`config.mk`:
```
export PLATFORM = sky130hd
export DESIGN_NAME = interrupt_request_unit
export DESIGN_NICKNAME = d
export VERILOG_FILES = /design/src/rtl/interrupt_request_unit.sv
export SDC_FILE = /design/constraint.sdc
export NUM_CORES = 1
export LEC_CHECK = 0
export CORE_ASPECT_RATIO = 1.25
export CORE_UTILIZATION = 40
export CTS_CLUSTER_DIAMETER = 30
export DETAILED_ROUTE_END_ITERATION = 8
export PLACE_DENSITY = 0.63
export SYNTH_ARGS = -nofsm -noshare
export SYNTH_HDL_FRONTEND = slang
export SYNTH_SLANG_ARGS = --single-unit
```
`constraint.sdc`:
```
create_clock -name Clk -period 2.35 [get_ports Clk]
set_input_delay 0.47 -clock Clk [delete_from_list [all_inputs] [get_ports Clk]]
set_output_delay 0.47 -clock Clk [all_outputs]
set_load 0.01 [all_outputs]
```
`src/rtl/interrupt_request_unit.sv`:
```
// Interrupt request unit: latches rising-edge requests, masks them, and dispatches the lowest
// unmasked index as an Int pulse. Define INT_TIMEOUT_EN to enable the SERVICE watchdog.
module interrupt_request_unit #(
    parameter int NUM_SRC        = 4,
    parameter int ID_W           = 2,
    parameter int PULSE_CYCLES   = 1,
    parameter int TIMEOUT_CYCLES = 255
) (
    input  logic               Clk,
    input  logic               Rst,
    input  logic [NUM_SRC-1:0] irq_in,
    input  logic [NUM_SRC-1:0] mask,
    input  logic               rti_done,
    output logic               Int,
    output logic [ID_W-1:0]    int_id,
    output logic [NUM_SRC-1:0] pending,
    output logic               busy,
    output logic               timeout_err
);

    localparam int CNT_W = 4;

    if (NUM_SRC < 2 || NUM_SRC > 16 || ID_W != $clog2(NUM_SRC) ||
        PULSE_CYCLES < 1 || PULSE_CYCLES > 15 || TIMEOUT_CYCLES < 1) begin : g_bad_params
        $error("interrupt_request_unit: illegal parameter combination");
    end

    typedef enum logic [1:0] {
        ST_IDLE,
        ST_ASSERT,
        ST_SERVICE
    } state_t;

    state_t             state_q, state_d;
    logic [NUM_SRC-1:0] irq_prev_q, irq_prev_d;
    logic [NUM_SRC-1:0] pending_q, pending_d;
    logic               int_q, int_d;
    logic [ID_W-1:0]    int_id_q, int_id_d;
    logic               busy_q, busy_d;
    logic [CNT_W-1:0]   cnt_q, cnt_d;

    logic [NUM_SRC-1:0] rise;
    logic [NUM_SRC-1:0] eligible;
    logic [NUM_SRC-1:0] clr;
    logic [ID_W-1:0]    sel_id;

`ifdef INT_TIMEOUT_EN
    localparam int WD_W = $clog2(TIMEOUT_CYCLES + 1);

    logic [WD_W-1:0] wd_q, wd_d;
    logic            terr_q, terr_d;
`endif

    always_comb begin
        rise       = irq_in & ~irq_prev_q;
        eligible   = pending_q & ~mask;
        irq_prev_d = irq_in;

        // Scanning downwards leaves the lowest set index as the final winner.
        sel_id = '0;
        for (int i = NUM_SRC - 1; i >= 0; i--) begin
            if (eligible[i]) begin
                sel_id = ID_W'(i);
            end
        end

        clr      = '0;
        state_d  = state_q;
        int_d    = int_q;
        int_id_d = int_id_q;
        busy_d   = busy_q;
        cnt_d    = cnt_q;
`ifdef INT_TIMEOUT_EN
        wd_d   = wd_q;
        terr_d = terr_q;
`endif

        case (state_q)
            ST_IDLE: begin
                if (|eligible) begin
                    clr      = NUM_SRC'(1) << sel_id;
                    int_id_d = sel_id;
                    int_d    = 1'b1;
                    cnt_d    = CNT_W'(PULSE_CYCLES - 1);
                    busy_d   = 1'b1;
                    state_d  = ST_ASSERT;
                end
            end
            ST_ASSERT: begin
                if (cnt_q == '0) begin
                    int_d   = 1'b0;
                    state_d = ST_SERVICE;
`ifdef INT_TIMEOUT_EN
                    wd_d = '0;
`endif
                end else begin
                    cnt_d = cnt_q - 1'b1;
                end
            end
            ST_SERVICE: begin
                int_d = 1'b0;
                if (rti_done) begin
                    busy_d  = 1'b0;
                    state_d = ST_IDLE;
                end
`ifdef INT_TIMEOUT_EN
                else if (wd_q == WD_W'(TIMEOUT_CYCLES - 1)) begin
                    busy_d  = 1'b0;
                    terr_d  = 1'b1;
                    state_d = ST_IDLE;
                end else begin
                    wd_d = wd_q + 1'b1;
                end
`endif
            end
            default: begin
                state_d = ST_IDLE;
            end
        endcase

        // A fresh edge wins over the dispatch clear on the same bit.
        pending_d = (pending_q & ~clr) | rise;
    end

    always_ff @(posedge Clk) begin
        irq_prev_q <= irq_prev_d;
        if (Rst) begin
            state_q   <= ST_IDLE;
            pending_q <= '0;
            int_q     <= 1'b0;
            int_id_q  <= '0;
            busy_q    <= 1'b0;
            cnt_q     <= '0;
`ifdef INT_TIMEOUT_EN
            wd_q   <= '0;
            terr_q <= 1'b0;
`endif
        end else begin
            state_q   <= state_d;
            pending_q <= pending_d;
            int_q     <= int_d;
            int_id_q  <= int_id_d;
            busy_q    <= busy_d;
            cnt_q     <= cnt_d;
`ifdef INT_TIMEOUT_EN
            wd_q   <= wd_d;
            terr_q <= terr_d;
`endif
        end
    end

    assign Int     = int_q;
    assign int_id  = int_id_q;
    assign pending = pending_q;
    assign busy    = busy_q;

`ifdef INT_TIMEOUT_EN
    assign timeout_err = terr_q;
`else
    assign timeout_err = 1'b0;
`endif

endmodule
```
==> flow_metrics.tcl <==
set metrics [dict create \
    clock_tree_from_tritoncts "built" \
    drc 0 \
    finalCriticalPeriod_ns 1.80 \
    grt_pass1_vias 698 \
    crit_fanout 6 \
    preCtsSetupSlack_ns 0.248 \
    final-setup-viol-count 0 \
    post_synth_design_cell_area_um2 971 \
    hold_buffers 0 \
    synth-seq-cells 18 \
    yosysWarnings 0 \
    half_perimeter_wire_length_after_detailed_placement_um 1350 \
    slew_viol_final 0 \
    floorplan.core_area_mm2 0.00223 \
    hold-path-endpoint "int_id[0]" \
    worstHoldStart "int_id[0]" \
    finClkSkew_ns 0.00497 \
    cap_violations 0 \
    port-buffer-count 18 \
    site_rows 19 \
    seq_total_area_yosys_pct 37.1 \
    nets 141 \
    clock_insertion_delay_at_the_later_pin_of_the_skew_report_ns 0.29 \
    place_congestion 0.706 \
    floorplan.die.height_um 57.1 \
    drt_iter0_markers 9 \
    ios 20 \
    syn_to_final_growth_pct 25.1 \
    post_cts_setup_buffers 0 \
    timing.hold.worst_path_depth 2 \
    syn_avg_cell_area_um2 9.25 \
    grt_overflow_total 0 \
    mapped_nets 121 \
    placed_area_mm2 0.00118 \
    status "complete, no violations" \
    worst_setup_path_end_kind "flip-flop" \
    worstReg2RegEnd "Int" \
    routed_wirelength_um 1780 \
    grt_setup_unrepaired "false" \
    reg2reg_from "state_q[0]" \
    min_period_over_period_pct 76.4 \
    timing.critical_path.required_ns 2.54 \
    design_area_mm2 0.00121 \
    worst-setup-path-type "flip-flop to flip-flop" \
    route.vias.total 773 \
    fraction_of_layout_instances_using_a_drive_strength_above_1_pct 12.1 \
    power.leakage_nw 0.487 \
    htree_levels 1 \
    synthFlopType "sky130_fd_sc_hd__dfxtp_1" \
    synth_cell_type_count 33 \
    clock_sinks 18 \
    power.density_mw_per_mm2 999 \
    numCtsBuffers 3 \
    drt-wirelength-per-cell_um 11.5 \
    setup_slack_ns 0.554 \
    grt_pass1_wl_um 2880 \
    clkSlewWorstSetupHoldPaths_ns 0.11 \
    async_flop_share_pct 0 \
    totalNegativeSetupSlack_ns 0 \
    worst-endpoint-arrival_ns 1.99 \
    finalHoldViolCount 0 \
    synth_edf_count 0 \
    postCtsResizedCells 0 \
    die_width_um 46.1 \
    routed_via_density 4.99 \
    holdCritPathClass "flip-flop to flip-flop" \
    cts.root.buffer_cell "sky130_fd_sc_hd__clkbuf_4" \
    max-vdd-ir-drop_v 0.000696 \
    pin_count_of_the_biggest_net_entering_global_routing 12 \
    synthCells 105 \
    antenna_violations_before_repair 0 \
    clock_tree.buffer_depth 2 \
    drt_pass1_iterations 4 \
    die_area_mm2 0.00263 \
    grtUsageTotal_pct 14.9 \
    final_antenna_net_count 0 \
    initial_core_util_pct 43.4 \
    fin_hold_ws_ns 0.465 \
    timing_limited_maximum_frequency_ghz 0.557 \
    timing.reg2reg.worst_path_depth 6 \
    worst_reg_to_reg_setup_slack_ns 0.55 \
    n_antenna_cell 0 \
    critPathLaunchType "flip-flop" \
]
## through the flow
step / utilization, % / power (mW) / instances
2_1_floorplan: - / 0.882 / 105
5_1_grt: 54.4 / 1.31 / 155
3_3_place_gp: 52.7 / 1.02 / 151
6_report: 54.4 / 1.21 / 155
4_1_cts: 54.4 / 1.23 / 155
3_5_place_dp: 52.7 / 1.03 / 151
## cell families (layout without fill, tap and decap cells)
group           Yosys count  in the layout  share of synthesized area [%]
mux                       7              7                           7.35
other cells               1              1                          0.386
fa+ha+maj                 5              5                           6.44
buf+inv                  13             32                           5.41
simple gates             35             35                           24.2
flops                    18             18                           37.1
compound gates           26             26                           19.1
## how the worst max path moves through the flow
stage | cells past startpoint | end | startpoint
2_1_floorplan | 6 | Int | state_q[0]
3_3_place_gp | 5 | Int | mask[3]
3_5_place_dp | 5 | Int | mask[2]
4_1_cts | 6 | Int | state_q[0]
5_1_grt | 6 | state_q[1] | state_q[0]
6_report | 6 | Int | state_q[0]
## cells in the final DEF (no fill, tap or decap)
cell                              Yosys  layout
sky130_fd_sc_hd__or3_1                1       1
sky130_fd_sc_hd__clkdlybuf4s50_1      0      18
sky130_fd_sc_hd__mux2i_1              6       6
sky130_fd_sc_hd__a21oi_1              8       8
sky130_fd_sc_hd__o41ai_4              1       1
sky130_fd_sc_hd__nor2b_1              3       3
sky130_fd_sc_hd__inv_2                1       1
sky130_fd_sc_hd__clkbuf_8             0       1
sky130_fd_sc_hd__clkbuf_4             0       3
sky130_fd_sc_hd__a222oi_1             1       1
sky130_fd_sc_hd__or3b_2               1       1
sky130_fd_sc_hd__nor3_4               1       1
sky130_fd_sc_hd__buf_4                1       1
sky130_fd_sc_hd__a21o_1               1       1
sky130_fd_sc_hd__nand2b_1            11      11
sky130_fd_sc_hd__nor2_2               1       1
sky130_fd_sc_hd__o31ai_1              3       3
sky130_fd_sc_hd__nand3b_1             2       2
sky130_fd_sc_hd__dfxtp_1             18      18
sky130_fd_sc_hd__a31o_2               1       1
sky130_fd_sc_hd__o21bai_1             1       1
sky130_fd_sc_hd__nand3_1              1       1
sky130_fd_sc_hd__nand2_1              3       3
sky130_fd_sc_hd__ha_1                 5       5
sky130_fd_sc_hd__nor3b_1              1       1
sky130_fd_sc_hd__or2b_1               1       1
sky130_fd_sc_hd__mux2_1               1       1
sky130_fd_sc_hd__nor2_1               5       5
sky130_fd_sc_hd__a221oi_1             1       1
sky130_fd_sc_hd__and2b_2              2       2
sky130_fd_sc_hd__nor2b_4              2       2
sky130_fd_sc_hd__a211oi_1             3       3
sky130_fd_sc_hd__inv_1                8       8
sky130_fd_sc_hd__o21ai_0              6       6
sky130_fd_sc_hd__conb_1               1       1
## cell type report
type | instances | area (um^2)
clock buffers | 4 | 36.3
fillers | 239 | 1020
inverters | 9 | 33.8
multi-input cells | 74 | 558
flip-flops and latches | 18 | 360
well taps | 31 | 38.8
repair buffers | 19 | 188
## state kept, by name, summed over array words and instances, names as in the netlist
| register | count |
|---|---|
| int_id | 2 |
| Int | 1 |
| cnt_q | 4 |
| irq_prev_q | 4 |
| busy | 1 |
| pending | 4 |
| state_q | 2 |
## worst max-delay path, cell delays in order, from the launching register on
cell                       delay (ns)
sky130_fd_sc_hd__dfxtp_1         0.40
sky130_fd_sc_hd__inv_1           0.08
sky130_fd_sc_hd__ha_1            0.30
sky130_fd_sc_hd__inv_2           0.15
sky130_fd_sc_hd__nor3_4          0.07
sky130_fd_sc_hd__a221oi_1        0.34
sky130_fd_sc_hd__mux2_1          0.36
## metal layers
| layer | track usage (%) | wire, um | vias to the layer above | part of all wire [%] |
|---|---|---|---|---|
| met4 | 7.56 | 31 | 0 | 1.7 |
| met5 | 0 | 0 | - | 0 |
| met3 | 2.85 | 62 | 4 | 3.5 |
| li1 | - | - | 397 | - |
| met2 | 25.2 | 899 | 13 | 51 |
| met1 | 17.2 | 785 | 359 | 44 |
## cells in the mapped netlist, drive strengths merged (2+ instances only)
library cell	n	area [um^2]
nand2	3	11.3
dfxtp	18	360
nor2b	5	46.3
ha	5	62.6
inv	9	33.8
and2b	2	17.5
o21ai	6	30.0
nand2b	11	68.8
clkbuf	3	11.3
mux2i	6	60.1
nand3b	2	15.0
a211oi	3	22.5
o31ai	3	22.5
a21oi	8	40.0
nor2	6	25.0
## power breakdown
part | switching, mW | internal (mW) | leakage (nW)
combinational | 0.304 | 0.296 | 0.317
sequential | 0.0481 | 0.373 | 0.149
clock | 0.0973 | 0.0944 | 0.0210
Note: power is estimated with default switching activity, not from simulation.
